File: src/rtl/spn_key_sched.sv
`default_nettype none
// ============================================================================
// Module   : spn_key_sched
// Brief    : Sequential round-key generator. Latches a 32-bit master key on
//            start and streams NUM_ROUNDS+1 16-bit round keys over a
//            valid/ready handshake, ascending for encrypt, descending for
//            decrypt. Ki = rotl(master_key, 4*i)[31:16].
// Revision : 1.0 - initial release
// ============================================================================
module spn_key_sched #(
    parameter int NUM_ROUNDS = 4
) (
    input  logic        clk,
    input  logic        rst,
    input  logic        start,
    input  logic        mode,
    input  logic [31:0] master_key,
    input  logic        key_ready,
    output logic        key_valid,
    output logic [15:0] round_key,
    output logic [3:0]  round_idx,
    output logic        key_last,
    output logic        busy,
    output logic        done
);

    localparam logic [1:0] c_ST_IDLE = 2'd0;
    localparam logic [1:0] c_ST_EMIT = 2'd1;
    localparam logic [1:0] c_ST_DONE = 2'd2;

    // Index of the final key in an encrypt stream (first key of a decrypt stream)
    localparam logic [3:0] c_LAST_IDX = 4'(NUM_ROUNDS);
    // Decrypt starts at the last key, i.e. master key rotated by 4*NUM_ROUNDS
    localparam logic [5:0] c_DEC_ROT  = 6'((4 * NUM_ROUNDS) % 32);

    logic [1:0]  r_state;
    logic [31:0] r_key;
    logic [3:0]  r_idx;
    logic        r_mode;

    logic [63:0] w_dbl_key;
    logic [31:0] w_dec_init;
    logic        w_xfer;
    logic        w_last;

    // Constant left rotation via a doubled word: upper half of the shift is the rotated key
    assign w_dbl_key  = {master_key, master_key} << c_DEC_ROT;
    assign w_dec_init = w_dbl_key[63:32];

    assign w_last = r_mode ? (r_idx == 4'd0) : (r_idx == c_LAST_IDX);
    assign w_xfer = (r_state == c_ST_EMIT) && key_ready;

    // State, key register and index counter; the key register steps by a fixed
    // 4-bit rotation per accepted key so no barrel shifter sits in the loop.
    always_ff @(posedge clk) begin
        if (rst) begin
            r_state <= c_ST_IDLE;
            r_key   <= 32'd0;
            r_idx   <= 4'd0;
            r_mode  <= 1'b0;
        end else begin
            case (r_state)
                c_ST_IDLE: begin
                    if (start) begin
                        r_mode  <= mode;
                        r_key   <= mode ? w_dec_init : master_key;
                        r_idx   <= mode ? c_LAST_IDX : 4'd0;
                        r_state <= c_ST_EMIT;
                    end
                end
                c_ST_EMIT: begin
                    if (w_xfer) begin
                        if (w_last) begin
                            r_state <= c_ST_DONE;
                        end else if (r_mode) begin
                            r_key <= {r_key[3:0], r_key[31:4]};
                            r_idx <= r_idx - 4'd1;
                        end else begin
                            r_key <= {r_key[27:0], r_key[31:28]};
                            r_idx <= r_idx + 4'd1;
                        end
                    end
                end
                c_ST_DONE: begin
                    r_state <= c_ST_IDLE;
                end
                default: begin
                    r_state <= c_ST_IDLE;
                end
            endcase
        end
    end

    // Outputs decode only from state and registers; no path from key_ready or start
    assign key_valid = (r_state == c_ST_EMIT);
    assign busy      = (r_state != c_ST_IDLE);
    assign done      = (r_state == c_ST_DONE);
    assign round_key = r_key[31:16];
    assign round_idx = r_idx;
    assign key_last  = key_valid && w_last;

endmodule
`default_nettype wire
File: config.mk
export PLATFORM = sky130hd
export DESIGN_NAME = spn_key_sched
export DESIGN_NICKNAME = d
export VERILOG_FILES = /design/src/rtl/spn_key_sched.sv
export SDC_FILE = /design/constraint.sdc
export NUM_CORES = 1
export LEC_CHECK = 0
export CAP_MARGIN = 25
export CORE_MARGIN = 2
export CORE_UTILIZATION = 35
export CTS_BUF_LIST = sky130_fd_sc_hd__clkbuf_16
export DETAILED_ROUTE_END_ITERATION = 16
export SLEW_MARGIN = 20
export SYNTH_ARGS = -nofsm -noshare
export SYNTH_HDL_FRONTEND = slang
export SYNTH_SLANG_ARGS = --single-unit
File: constraint.sdc
create_clock -name clk -period 2 [get_ports clk]
set_input_delay 0.6 -clock clk [delete_from_list [all_inputs] [get_ports clk]]
set_output_delay 0.6 -clock clk [all_outputs]
set_load 0.03 [all_outputs]
# Word-level counts from Yosys, hierarchy flattened
# Cells that the tools add are included.
# Widths: inputs -> output; s select.
[totals]
register_bits = 39
input_bits = 37
[op_classes]
n_addsub = 2
n_eq_ne = 7
n_mux = 17
n_reduce_logical = 9
[op_table]
columns = ["operator", "count"]
rows = [
  ["$mux 32", 5],
  ["$pmux 32 s2", 1],
  ["$mux 4", 4],
  ["$pmux 4 s2", 1],
  ["$mux 2", 3],
  ["$add 4x1->4 const B", 1],
  ["$eq 4x3->1 const B", 1],
  ["$logic_not 4->1", 1],
  ["$ne 2x1->1 const B", 2],
  ["$ne 2x2->1 const B", 2],
  ["$pmux 2 s2", 1],
  ["$reduce_and 4->1", 1],
  ["$reduce_bool 2->1", 2],
  ["$sub 4x1->4 const B", 1],
  ["$mux 3", 1],
  ["$reduce_and 3->1", 1],
  ["$eq 2x1->1 const B", 1],
  ["$eq 2x2->1 const B", 1],
  ["$logic_and 1x1->1", 2],
  ["$logic_not 2->1", 1],
  ["$reduce_and 2->1", 1],
  ["$mux 1", 1],
]

# Longest topological paths before layout
[depth]
word_depth = 5
depth_mapped = 7
mapped_depth_nobuf = 5

# Worst setup path before layout
# No wires, ideal clock.
[synth_timing]
kind = "register to output"
start = "register r_idx[0] (netlist: round_idx[0])"
end = "output key_last"
t_arrival_ps = 1583
required_ps = 1400
slack_ps = -183
stages_incl_launch_ff = 4
cell_sequence = "dfxtp_1 -> or3_4 -> or2_2 -> nor2_1"
[synth_via]
elab_chain_len = 3
word_cells_on_any_way = 4
cone_classes = "eq/ne: 1; mux: 1; reduce/logical: 2"
[synth_rtl]
columns = ["item", "line_no", "text"]
rows = [
  ["from (decl)", "38", "logic [3:0] r_idx;"],
  ["from (signal assigned)", "67", "r_idx <= mode ? c_LAST_IDX : 4'd0;"],
  ["from (signal assigned)", "77", "r_idx <= r_idx - 4'd1;"],
  ["from (signal assigned)", "80", "r_idx <= r_idx + 4'd1;"],
  ["$eq 4x3->1 or $logic_not 4->1 (tied branches)", "50", "assign w_last = r_mode ? (r_idx == 4'd0) : (r_idx == c_LAST_IDX);"],
  ["$mux 1 (*)", "50", ""],
  ["$logic_and 1x1->1 (*)", "100", "assign key_last = key_valid && w_last;"],
  ["to (decl)", "22", "output logic key_last,"],
]
# Every way passes the cells marked *; elsewhere a longest branch is shown, timed or not.

# Worst setup path in the final report
[layout_timing]
start = "register r_idx[1] (netlist: round_idx[1])"
end = "output key_last"
# Same word-level chain as after synthesis.

==> impl_metrics.json <==
{
  "die_width_um": 94.82,
  "crit_chain": "or3_4 -> or2_4 -> nor2_4 -> buf_6",
  "first_global_vias": 2190,
  "regArea_um2": 784.5,
  "hold_viol_final": 0,
  "relSlewSlack_pct": 72.18,
  "synth_cells": 329,
  "tightest_slew_ns": 0.4173,
  "status": "finished, violations left",
  "tritoncts": "done",
  "clk_path_buf_depth": 2,
  "synth_fa_ha_area_share_pct": 1.560,
  "ys_seq_elements": 39,
  "seqPwrFrac_pct": 37.1,
  "clock-sinks": 39,
  "pwr_density_cell_nw_per_um2": 699.7,
  "synth.cell_area_um2": 2887,
  "path_clk_slew_ns": 0.06,
  "min_period_ns": 2.077,
  "drt-total-wl_mm": 6.534,
  "drive_above_1_share_pct": 16.44,
  "viasPerCell": 5.023,
  "synthMuxAreaShare_pct": 35.33,
  "synthArstFlopShare_pct": 0,
  "drtIter0Drc": 98,
  "finalMaxSlewViolations": 0,
  "syn-num-nets": 369,
  "switching_share_pct": 32.68,
  "initial_core_util_pct": 35.67,
  "multi_input_area_um2": 1808,
  "synthXorXnorAreaFrac_pct": 0.8669,
  "hold_path_startpoint": "r_key[11]$_SDFFE_PP0P_",
  "rows": 33,
  "synth_top_family_by_area": "multiplexers",
  "worst_path_largest_cell_delay_ns": 0.35,
  "fin_setup_tns_ns": -0.07691,
  "synth_compound_area_share_pct": 9.146,
  "pwr-share-comb_pct": 32.6,
  "finalCritPeriodShare_pct": 103.8,
  "fp.dieH_um": 94.82,
  "drc": 0,
  "clock_skew_ns": 0.006111,
  "peakVddDrop_uv": 392.5,
  "firstDrtPassIters": 4,
  "antenna_found_initial": 0,
  "crit_start": "round_idx[1]$_SDFFE_PP0P_",
  "ant_nets": 0,
  "cp_data_arrival_time_ns": 1.48,
  "critPathRequiredTime_ns": 1.40,
  "p_switching_uw": 839.4,
  "h-tree-depth": 2,
  "synth-edff-count": 0,
  "core_um2": 8093,
  "final_cell_mix": "nand2_1, mux2i_1, clkdlybuf4s50_1",
  "grt_use_total_pct": 14.81,
  "via_count": 2391,
  "p_leak_nw": 1.629,
  "port_buffers": 60,
  "cts_root_buffer": "clkbuf_16",
  "cp_max_fo": 5,
  "end_kind": "output port",
  "start_kind": "register",
  "grt_max_degree": 60,
  "final_util_pct": 45.36,
  "overflow": 0,
  "fmax_ghz": 0.4815,
  "yosysUniqueCellTypes": 35,
  "post_drt_wl_per_cell_um": 13.73,
  "violations": "setup timing",
  "cts_setup_buffers": 0,
  "die_area_um2": 8990,
  "io-pin-count": 61,
  "setup_violations": 1,
  "power.internal_mw": 1.729,
  "synth_top_flop_cell": "dfxtp_1",
  "hp-class": "reg -> reg",
  "yosysSeqAreaShare_pct": 27.05,
  "yosysWarnings": 0,
  "dp_hpwl_mm": 4.573,
  "rsz0062_at_grt": "yes",
  "cts_buffers": 5,
  "maxCapViolCount": 0,
  "insertion_delay_ns": 0.28,
  "yosys.area_share.simple_pct": 15.34,
  "diodes": 0,
  "syn2layout_area_growth_pct": 27.18,
  "reg2reg_slack_ns": 0.15,
  "n_fill_cell": 808,
  "fin_ws_ns": -0.07691,
  "nets": 410,
  "gp_congestion": 0.7979,
  "power_frac_clock_pct": 30.3,
  "final_common_cell": "nand2_1",
  "regToRegStartpoint": "round_idx[2]$_SDFFE_PP0P_",
  "critPathKind": "reg -> out",
  "cp_slowest_cell": "dfxtp_2",
  "grt_pass1_wl_mm": 10.69,
  "syn_avg_cell_area_um2": 8.774
}
==> Yosys cell counts, types with 2 or more instances <==
library cell  count  area, um^2
a21o_1            2       15.01
and3_1            2       12.51
buf_12            3       60.06
buf_2             7       35.03
buf_4            16       120.1
buf_6             2       22.52
clkbuf_1         15       56.30
dfxtp_1          39       780.8
ha_1              2       25.02
inv_1             2       7.510
inv_2             2       7.510
mux2_2           23       259.0
mux2i_1          76       760.7
nand2_1          78       292.8
nand2b_1          2       12.51
nand3_1          10       50.05
nor2_1            5       18.77
o211ai_1         24       180.2
o21ai_0           2       10.01
or2_2             2       12.51
==> flip-flops by register name (all words and copies together), names as in the netlist <==
signal	count
r_key	32
round_idx	4
r_state	2
r_mode	1
==> power by group through the flow <==
stage	Clock (mW)	Combinational, mW	Sequential (mW)
after floorplan	0	0.639	0.951
after global placement	0	0.841	0.970
after detailed placement	0	0.848	0.972
after CTS	0.806	0.848	0.955
after global routing	0.827	0.914	0.967
final	0.779	0.837	0.953
==> per-stage QoR <==
step	hold WS, ns	cells	worst slack [ns]	instance area, um^2	power [mW]
after CTS	0.4837	476	-0.09247	3647	2.609
final	0.4808	476	-0.07691	3671	2.569
after global routing	0.5041	476	-0.1262	3671	2.708
after floorplan	0.4505	329	0.02404	2894	1.590
after detailed placement	0.4729	468	-0.08287	3507	1.820
after global placement	0.4586	468	-0.07898	3507	1.812
==> cell type report <==
class	instances	share of cell area, %
multi-input cells	243	49.25
repair buffers	77	21.57
flip-flops and latches	39	21.37
well taps	105	3.579
clock buffers	5	3.408
clock inverters	3	0.4090
inverters	4	0.4090
==> path summary, 6_finish.rpt <==
path	endpoint	cells after the start
worst min-delay path	r_key[11]$_SDFFE_PP0P_	2
worst max-delay path	key_last	4
worst min register to register	r_key[11]$_SDFFE_PP0P_	2
worst max register to register	round_idx[3]$_SDFFE_PP0P_	5
==> per-layer routing <==
| metal | up-vias | share of wire, % | global-route usage (%) |
|---|---|---|---|
| li1 | 1225 | - | - |
| met5 | - | 0 | 0 |
| met3 | 6 | 4.1 | 2.634 |
| met4 | 0 | 1.1 | 3.865 |
| met2 | 51 | 45 | 23.52 |
| met1 | 1109 | 50 | 20.66 |
==> critical path: cells and delay by family (launching register included) <==
kind	cells	cell delay, ns
and+or+nand+nor	3	0.71
DFF	1	0.35
buffers and inverters	1	0.13
==> logic make-up (layout without fill, tap and decap cells) <==
group	after synthesis	count (layout)
compound gates	34	34
xor+xnor	2	2
fa+ha+maj	3	3
buf+inv	47	89
flops	39	39
mux	99	99
simple gates	105	105
==> what timing repair did <==
item / 4_1_cts / 5_1_grt
hold buffers: 0 / 0
resized for setup: 9 / 10
endpoints found under the setup margin: 8 / 11
(Power assumes the default switching activity.)
